--- src/rtl/xnor_seq_comparator.sv ---
// -----------------------------------------------------------------------------
// xnor_seq_comparator
//
// Bit-serial equality comparator. A single gate-level xnor_gate cell is shared
// across all bit positions: operands are captured on an accepted start and
// shifted LSB-first through the cell, one bit per clock. The block accumulates
// the equality result and records the lowest differing bit index.
//
// Optional feature macro: XNOR_SEQ_EARLY_EXIT_EN
//   undefined (default) : all WIDTH bits are always processed, fixed latency
//                         of WIDTH+1 edges from the accepting edge to done.
//   defined             : the first mismatching bit ends the run at once;
//                         latency becomes diff_idx+2 edges for unequal
//                         operands, WIDTH+1 edges for equal operands.
//
// Ports
//   clk        in   1      sole clock, rising edge
//   rst_n      in   1      synchronous reset, active low
//   start      in   1      compare request, accepted only in IDLE
//   a, b       in   WIDTH  operands, sampled only on the accepting edge
//   busy       out  1      high while bits are processed (RUN)
//   done       out  1      one-cycle pulse, result valid from this cycle on
//   equal      out  1      1 if all compared bits matched, held until next accept
//   diff_idx   out  IDX_W  lowest differing bit index (0 when equal), held
//   bit_idx    out  IDX_W  bit currently at the XNOR cell, valid while busy
//   state_dbg  out  2      current FSM state (IDLE=0, RUN=1, DONE=2)
//
// Handshake: start is a level request sampled on each rising edge; it is
// accepted on the first edge where the FSM is in IDLE and rst_n is high.
// While busy or done is high, start is ignored, so a requester may hold it.
// A completed compare is signalled by exactly one done cycle; the result
// outputs stay stable from that cycle until the next accepted start.
// Back-to-back compares therefore see one IDLE cycle between done and the
// next accept. WIDTH must be at least 2.
// -----------------------------------------------------------------------------

// Gate-library XNOR cell. Kept as a separate module so the comparator's
// XNOR function comes from exactly one instantiated cell.
module xnor_gate (
  input  logic a,
  input  logic b,
  output logic y
);

  assign y = ~(a ^ b);

endmodule

module xnor_seq_comparator #(
  parameter int WIDTH = 8,
  parameter int IDX_W = $clog2(WIDTH)
) (
  input  logic             clk,
  input  logic             rst_n,
  input  logic             start,
  input  logic [WIDTH-1:0] a,
  input  logic [WIDTH-1:0] b,
  output logic             busy,
  output logic             done,
  output logic             equal,
  output logic [IDX_W-1:0] diff_idx,
  output logic [IDX_W-1:0] bit_idx,
  output logic [1:0]       state_dbg
);

  typedef enum logic [1:0] {
    IDLE = 2'd0,
    RUN  = 2'd1,
    DONE = 2'd2
  } state_t;

  localparam logic [IDX_W-1:0] LAST_IDX = IDX_W'(WIDTH - 1);

  state_t           state;
  logic [WIDTH-1:0] sa;
  logic [WIDTH-1:0] sb;
  logic [IDX_W-1:0] cnt;
  logic             acc;
  logic             found;
  logic             x;
  logic             leave_run;

  // The one shared cell: always looks at the current LSBs of the shifters.
  xnor_gate u_xnor (
    .a (sa[0]),
    .b (sb[0]),
    .y (x)
  );

  // Condition for the last RUN edge. With early exit, the first mismatch
  // also ends the run; found is necessarily still clear at that point.
`ifdef XNOR_SEQ_EARLY_EXIT_EN
  assign leave_run = (cnt == LAST_IDX) || !x;
`else
  assign leave_run = (cnt == LAST_IDX);
`endif

  assign bit_idx   = cnt;
  assign state_dbg = state;

  always_ff @(posedge clk) begin
    if (!rst_n) begin
      state    <= IDLE;
      sa       <= '0;
      sb       <= '0;
      cnt      <= '0;
      acc      <= 1'b0;
      found    <= 1'b0;
      busy     <= 1'b0;
      done     <= 1'b0;
      equal    <= 1'b0;
      diff_idx <= '0;
    end else begin
      case (state)
        IDLE: begin
          done <= 1'b0;
          if (start) begin
            sa       <= a;
            sb       <= b;
            cnt      <= '0;
            acc      <= 1'b1;
            found    <= 1'b0;
            equal    <= 1'b0;
            diff_idx <= '0;
            busy     <= 1'b1;
            state    <= RUN;
          end
        end

        RUN: begin
          acc <= acc & x;
          // Only the first mismatch is recorded, giving the lowest index
          // because bits arrive LSB-first.
          if (!x && !found) begin
            diff_idx <= cnt;
            found    <= 1'b1;
          end
          sa  <= {1'b0, sa[WIDTH-1:1]};
          sb  <= {1'b0, sb[WIDTH-1:1]};
          cnt <= cnt + 1'b1;
          if (leave_run) begin
            // Fold in the final bit directly; acc itself only updates now.
            equal <= acc & x;
            busy  <= 1'b0;
            done  <= 1'b1;
            state <= DONE;
          end
        end

        DONE: begin
          // start is ignored here; the next accept needs an IDLE edge.
          done  <= 1'b0;
          state <= IDLE;
        end

        default: begin
          busy  <= 1'b0;
          done  <= 1'b0;
          state <= IDLE;
        end
      endcase
    end
  end

endmodule

--- config.mk ---
export PLATFORM = sky130hd
export DESIGN_NAME = xnor_seq_comparator
export DESIGN_NICKNAME = d
export VERILOG_FILES = /design/src/rtl/xnor_seq_comparator.sv
export SDC_FILE = /design/constraint.sdc
export NUM_CORES = 1
export LEC_CHECK = 0
export ABC_AREA = 1
export ABC_CLOCK_PERIOD_IN_PS = 1100
export BUFFER_PORTS_ARGS = -buffer_cell sky130_fd_sc_hd__buf_2
export CAP_MARGIN = 20
export CORE_ASPECT_RATIO = 1.75
export CORE_MARGIN = 2
export CORE_UTILIZATION = 47
export DETAILED_ROUTE_END_ITERATION = 16
export PLACE_DENSITY_LB_ADDON = 0.05
export SYNTH_ARGS = -nofsm -noshare
export SYNTH_HDL_FRONTEND = slang
export SYNTH_SLANG_ARGS = --single-unit
--- constraint.sdc ---
create_clock -name clk -period 1.1 [get_ports clk]
set_input_delay 0.11 -clock clk [delete_from_list [all_inputs] [get_ports clk]]
set_output_delay 0.11 -clock clk [all_outputs]
set_load 0.03 [all_outputs]
==> impl_metrics.env, run 1 <==
export IMPL_avgSynthCellArea_um2=6.96
export IMPL_ys_seq_area_frac=0.451
export IMPL_fin_ws_ns=-0.103
export IMPL_violations="setup timing"
export IMPL_antenna_found_initial=0
export IMPL_fin_cells=253
export IMPL_cts_buffer_depth=2
export IMPL_power_per_cell_area_nw_per_um2=1480
export IMPL_place_inst=242
export IMPL_drc=0
export IMPL_initial_core_util=0.484
export IMPL_place_detailed_hpwl_um=2100
export IMPL_tightest_slew_ns=0.248
export IMPL_ys_ff_latch=29
export IMPL_cp_startpoint="bit_idx[1]$_SDFFE_PN0P_"
export IMPL_postRouteWirelength_um=2950
export IMPL_grt_pass1_vias=1187
export IMPL_p_leak_nw=0.816
export IMPL_timing_hold_ws_ns=0.0823
export IMPL_insertion_delay_ns=0.28
export IMPL_postLayoutCoreUtil=0.633
export IMPL_antenna_cells=0
export IMPL_ant_nets=0
export IMPL_port_buffers=29
export IMPL_io_pins=30
export IMPL_synth_nets=206
export IMPL_drtIter0Drc=29
export IMPL_grt_pass1_wl_um=4890
export IMPL_drtPass1Iterations=4
export IMPL_dp_slack_ns=-0.0920
export IMPL_rows=25
export IMPL_relSlewSlack=0.835
export IMPL_start_kind="flip-flop"
export IMPL_tns_ns=-0.347
export IMPL_cp_max_fo=3
export IMPL_worstReg2RegStart="bit_idx[1]$_SDFFE_PN0P_"
export IMPL_hp_class="in -> reg"
export IMPL_crit_arrival_ns=1.43
export IMPL_fin_crit_sh=1.09
export IMPL_coreArea_um2=2660
export IMPL_slew_viol_final=0
export IMPL_grt_use_total=0.206
export IMPL_die_area_um2=3190
export IMPL_fin_nets=246
export IMPL_htree_levels=2
export IMPL_setup_viol=5
export IMPL_crit_type="reg -> reg"
export IMPL_grt_start_max_net_pins=20
export IMPL_ys_warn_count=0
export IMPL_rrSetupSlack_ns=-0.10
export IMPL_gp_congestion=0.769
export IMPL_cts_tree="built"
export IMPL_dieHeight_um=73.2
export IMPL_fin_crit_ns=1.20
export IMPL_highest_layer="met4"
export IMPL_fmax_ghz=0.831
export IMPL_cts_inserted_buffers=5
export IMPL_via_per_inst=5.00
export IMPL_synthToLayoutAreaGrowth_pct=30.7
export IMPL_cts_sinks=29
export IMPL_outcome="finished, violations left"
export IMPL_final_layout_size_suffix_gt1_frac=0.292
export IMPL_fin_skew_ns=0.00733
export IMPL_wl_met1_um=1110
export IMPL_wl_met2_um=1630
export IMPL_clkTransAtPathRegs_ns=0.07
export IMPL_hold_path_startpoint="b[7]"
export IMPL_cp_data_required_time_ns=1.32
export IMPL_synth_distinct_cells=23
export IMPL_vdd_ir_drop_worst_v=0.000893
export IMPL_synthesis_area_um2=1290
export IMPL_dr_total_vias=1265
export IMPL_worstSetupEndpointType="flip-flop"
export IMPL_grt_overflow=0
export IMPL_rsz0062_at_grt="true"
export IMPL_netlist_instances=185
export IMPL_cts_root_buffer_cell="clkbuf_8"
export IMPL_die_w_um=43.6
export IMPL_wl_per_cell_um=11.6
export IMPL_maxCapViolations=0
export IMPL_finalHoldViolations=0
export IMPL_wl_met3_um=147
per-stage QoR:
stage	power, mW	cell area (um^2)
2_1_floorplan	1.47	1340
3_3_place_gp	1.57	1530
3_5_place_dp	1.59	1530
4_1_cts	2.50	1640
5_1_grt	2.61	1680
6_report	2.49	1680
cell families (layout without fill, tap and decap cells):
kind of cell             count (synthesis)  after routing  synth area share
flip-flops                              29             29             0.451
AND/OR/NAND/NOR                        107            107             0.329
adder cells (fa/ha/maj)                  2              2            0.0194
buffers and inverters                   18             59            0.0739
AO/OA/AOI/OAI                           29             29             0.126
Yosys cell counts:
cell type | number | share of area
buf_6 | 2 | 0.017
o21ai_0 | 8 | 0.031
o22ai_1 | 2 | 0.0097
ha_1 | 2 | 0.019
buf_2 | 1 | 0.0039
nand2_1 | 62 | 0.18
o21ai_1 | 10 | 0.039
o21ai_4 | 1 | 0.013
nand4_1 | 1 | 0.0049
buf_4 | 1 | 0.0058
a21oi_1 | 7 | 0.027
a21oi_2 | 1 | 0.0068
nor4_1 | 1 | 0.0049
inv_1 | 9 | 0.026
nand3_1 | 6 | 0.023
inv_6 | 1 | 0.0068
inv_4 | 1 | 0.0049
nand2_2 | 1 | 0.0049
nand2_4 | 1 | 0.0087
clkbuf_1 | 2 | 0.0058
dfxtp_1 | 29 | 0.45
nor2_1 | 35 | 0.10
inv_2 | 1 | 0.0029
power breakdown:
part,total [mW],switching [mW],internal (mW)
clock network,0.905,0.396,0.509
registers,1.17,0.0500,1.12
logic,0.416,0.255,0.161
total,2.49,0.701,1.79
critical path, stage by stage (launching register included):
cell     delay, ns
dfxtp_4       0.35
ha_4          0.16
ha_4          0.16
nor2_4        0.13
nand2_2       0.07
nand2_2       0.08
inv_2         0.03
nand2_1       0.04
inv_1         0.03
nor2_1        0.09
sequential cells by signal, indices dropped and copies added (netlist names):
name	cells
sa	8
sb	8
bit_idx	3
diff_idx	3
state_dbg	2
acc	1
busy	1
done	1
equal	1
found	1
worst paths after layout:
path                               to  cells past startpoint
max reg2reg        equal$_SDFFE_PN0P_                      9
min                sb[7]$_SDFFE_PN0P_                      3
min reg2reg  diff_idx[1]$_SDFFE_PN0P_                      2
max                equal$_SDFFE_PN0P_                      9
per-layer routing:
metal | track usage | vias up
li1 | - | 665
met1 | 0.211 | 561
met2 | 0.358 | 32
met3 | 0.0619 | 7
met4 | 0.114 | 0
met5 | 0 | -
repair_timing:
action | in CTS | in global routing
pin swaps | 3 | 4
buffers inserted | 1 | 2
endpoints found under the setup margin | 5 | 23
gates cloned | 0 | 0
gates resized for setup | 3 | 9
hold buffers | 0 | 0
final cells by class:
type,instances,area [um^2]
fillers,230,976
repair buffers,39,228
inverters,12,60.1
clock buffers,8,90.1
well taps,27,33.8
multi-input cells,138,676
flip-flops and latches,29,596
placed cells by master (no fill, tap or decap):
master | netlist | final
nand2_1 | 62 | 60
nor2_1 | 35 | 33
buf_2 | 1 | 29
dfxtp_1 | 29 | 25
o21ai_1 | 10 | 10
buf_4 | 1 | 9
inv_1 | 9 | 8
o21ai_0 | 8 | 8
a21oi_1 | 7 | 6
clkbuf_8 | 0 | 6
nand3_1 | 6 | 5
dfxtp_4 | 0 | 4
nand2_2 | 1 | 3
a21oi_2 | 1 | 2
o22ai_1 | 2 | 2
ha_4 | 0 | 2
clkbuf_1 | 2 | 2
inv_6 | 1 | 1
o21ai_4 | 1 | 1
nand2_8 | 0 | 1
inv_8 | 0 | 1
inv_4 | 1 | 1
nand3_2 | 0 | 1
nor2_4 | 0 | 1
nor2_2 | 0 | 1
inv_2 | 1 | 1
nand4_1 | 1 | 1
nor4_2 | 0 | 1
buf_8 | 0 | 1
Note: power is estimated with default switching activity, not from simulation.
==> run 2: changes to the inputs <==
--- a/config.mk
+++ b/config.mk
@@ -14,6 +14,7 @@
 export CORE_UTILIZATION = 47
 export DETAILED_ROUTE_END_ITERATION = 16
 export PLACE_DENSITY_LB_ADDON = 0.05
+export REMOVE_ABC_BUFFERS = 1
 export SYNTH_ARGS = -nofsm -noshare
 export SYNTH_HDL_FRONTEND = slang
 export SYNTH_SLANG_ARGS = --single-unit
==> run 2 against run 1 <==
The flow still finishes with violations (setup timing). Sequential power is essentially flat. Via count up 0.40%. First-iteration DRC count is 14% lower. Sequential share of layout area shrank 0.75 points. Clock power decreased by 10%. Largest cell class unchanged.
==> impl_metrics.env, run 2 (synthesis gave the netlist of run 1 again) <==
export IMPL_outcome="finished, violations left"
export IMPL_violations="setup timing"
export IMPL_setup_viol=4
export IMPL_rsz0062_at_grt="true"
export IMPL_dieHeight_um=73.2
export IMPL_met1_usage=0.218
export IMPL_final_cell_mix="nand2_1, nor2_1, buf_2, dfxtp_1, buf_4"
export IMPL_port_buffers=29
export IMPL_grt_overflow=0
export IMPL_cts_tree="built"
export IMPL_multiInputGateArea_um2=676
export IMPL_insertion_delay_ns=0.28
export IMPL_final_common_cell="nand2_1"
export IMPL_grt_pass1_wl_um=4830
export IMPL_cts_root_buffer_cell="clkbuf_8"
export IMPL_fin_crit_sh=1.08
export IMPL_grt_pass1_vias=1173
export IMPL_fillCellCount=253
export IMPL_power_per_cell_area_nw_per_um2=1440
export IMPL_ant_nets=0
export IMPL_fin_ws_ns=-0.0893
export IMPL_cp_data_required_time_ns=1.32
export IMPL_io_pins=30
export IMPL_htree_levels=2
export IMPL_antenna_found_initial=0
export IMPL_place_detailed_hpwl_um=2040
export IMPL_fmax_ghz=0.841
export IMPL_maxCapViolations=0
export IMPL_hp_class="in -> reg"
export IMPL_drtPass1Iterations=4
export IMPL_busiest_layer="met2"
export IMPL_dr_total_vias=1270
export IMPL_wl_per_cell_um=11.1
export IMPL_cts_sinks=29
export IMPL_rows=25
export IMPL_die_w_um=43.6
export IMPL_drc=0
export IMPL_postLayoutCoreUtil=0.634
export IMPL_relSlewSlack=0.822
export IMPL_grt_use_met3=0.0545
export IMPL_initial_core_util=0.484
export IMPL_finalHoldViolations=0
export IMPL_seqCellArea_um2=584
export IMPL_reg_top3="sa x8, sb x8"
export IMPL_die_area_um2=3190
export IMPL_via_per_inst=4.94
export IMPL_cp_max_fo=3
export IMPL_tns_ns=-0.216
export IMPL_timing_hold_ws_ns=0.0767
export IMPL_drtIter0Drc=25
export IMPL_vdd_ir_drop_worst_v=0.00134
export IMPL_cts_inserted_buffers=5
export IMPL_fin_skew_ns=0.00128
export IMPL_crit_type="reg -> reg"
export IMPL_clkTransAtPathRegs_ns=0.06
export IMPL_coreArea_um2=2660
export IMPL_grt_met2_usage=0.355
export IMPL_cts_buffer_depth=2
export IMPL_fin_crit_ns=1.19
export IMPL_grt_use_total=0.203
export IMPL_start_kind="flip-flop"
export IMPL_postRouteWirelength_um=2860
export IMPL_antenna_cells=0
export IMPL_crit_arrival_ns=1.41
export IMPL_p_leak_nw=0.823
export IMPL_final_layout_size_suffix_gt1_frac=0.296
export IMPL_synthToLayoutAreaGrowth_pct=31.0
export IMPL_slew_viol_final=0
export IMPL_grt_start_max_net_pins=20
export IMPL_tightest_slew_ns=0.266
export IMPL_fin_nets=250
export IMPL_worstSetupEndpointType="flip-flop"
export IMPL_gp_congestion=0.818
## run 2: cell count changes in the layout (fill, tap and decap cells not counted), moves of 2 or more
cell / change
dfxtp_2: +3
buf_6: +2
buf_4: +4
dfxtp_4: -4
## run 2: metrics by stage
step / cell area (um^2) / total power, mW / cells / setup slack (ns)
after floorplan: 1240 / 1.44 / 179 / -0.328
after global placement: 1520 / 1.59 / 248 / -0.194
after detailed placement: 1520 / 1.61 / 248 / -0.269
after CTS: 1670 / 2.44 / 256 / -0.108
after global routing: 1690 / 2.56 / 257 / -0.196
final: 1690 / 2.43 / 257 / -0.0893
## run 2: layout make-up
type | count | area share
Clock buffer | 8 | 0.0475
Inverter | 12 | 0.0312
Multi-Input combinational cell | 138 | 0.401
Sequential cell | 29 | 0.346
Tap cell | 27 | 0.0200
Timing Repair Buffer | 43 | 0.154
## run 2: where the power goes
part           switching, mW  total, mW  internal, mW  leakage, nW
logic                  0.263      0.440         0.177        0.544
clock network          0.366      0.813         0.448       0.0395
registers             0.0446       1.17          1.13        0.240
total                  0.674       2.43          1.75        0.823
## run 2: per-layer routing
metal,vias up,part of all wire
met1,563,0.41
li1,674,-
met3,7,0.038
met4,0,0.022
met2,26,0.53
met5,-,0
## run 2: path summary, 6_finish.rpt
path | startpoint | endpoint | slack (ns) | cells past startpoint
setup / recovery | bit_idx[1]$_SDFFE_PN0P_ | equal$_SDFFE_PN0P_ | -0.09 | 9
hold / removal | a[7] | sa[7]$_SDFFE_PN0P_ | 0.08 | 3
setup reg to reg | bit_idx[1]$_SDFFE_PN0P_ | equal$_SDFFE_PN0P_ | -0.09 | 9
hold reg to reg | diff_idx[2]$_SDFFE_PN0P_ | diff_idx[2]$_SDFFE_PN0P_ | 0.47 | 2
## run 2: what timing repair did
| item | CTS | global route |
|---|---|---|
| pin swaps | 4 | 3 |
| setup endpoints to repair | 16 | 29 |
| buffers inserted | 1 | 1 |
| gates resized for setup | 17 | 3 |
| cloned | 0 | 0 |
| hold buffers | 0 | 0 |
## run 2: worst max-delay path, stage by stage (launching register included)
cell and delay (ns):
dfxtp_2 0.33, ha_4 0.16, ha_4 0.17, nor2_4 0.11
nand2_2 0.08, nand2_2 0.09, inv_1 0.04, nand2_1 0.05
inv_1 0.03, nor2_1 0.08
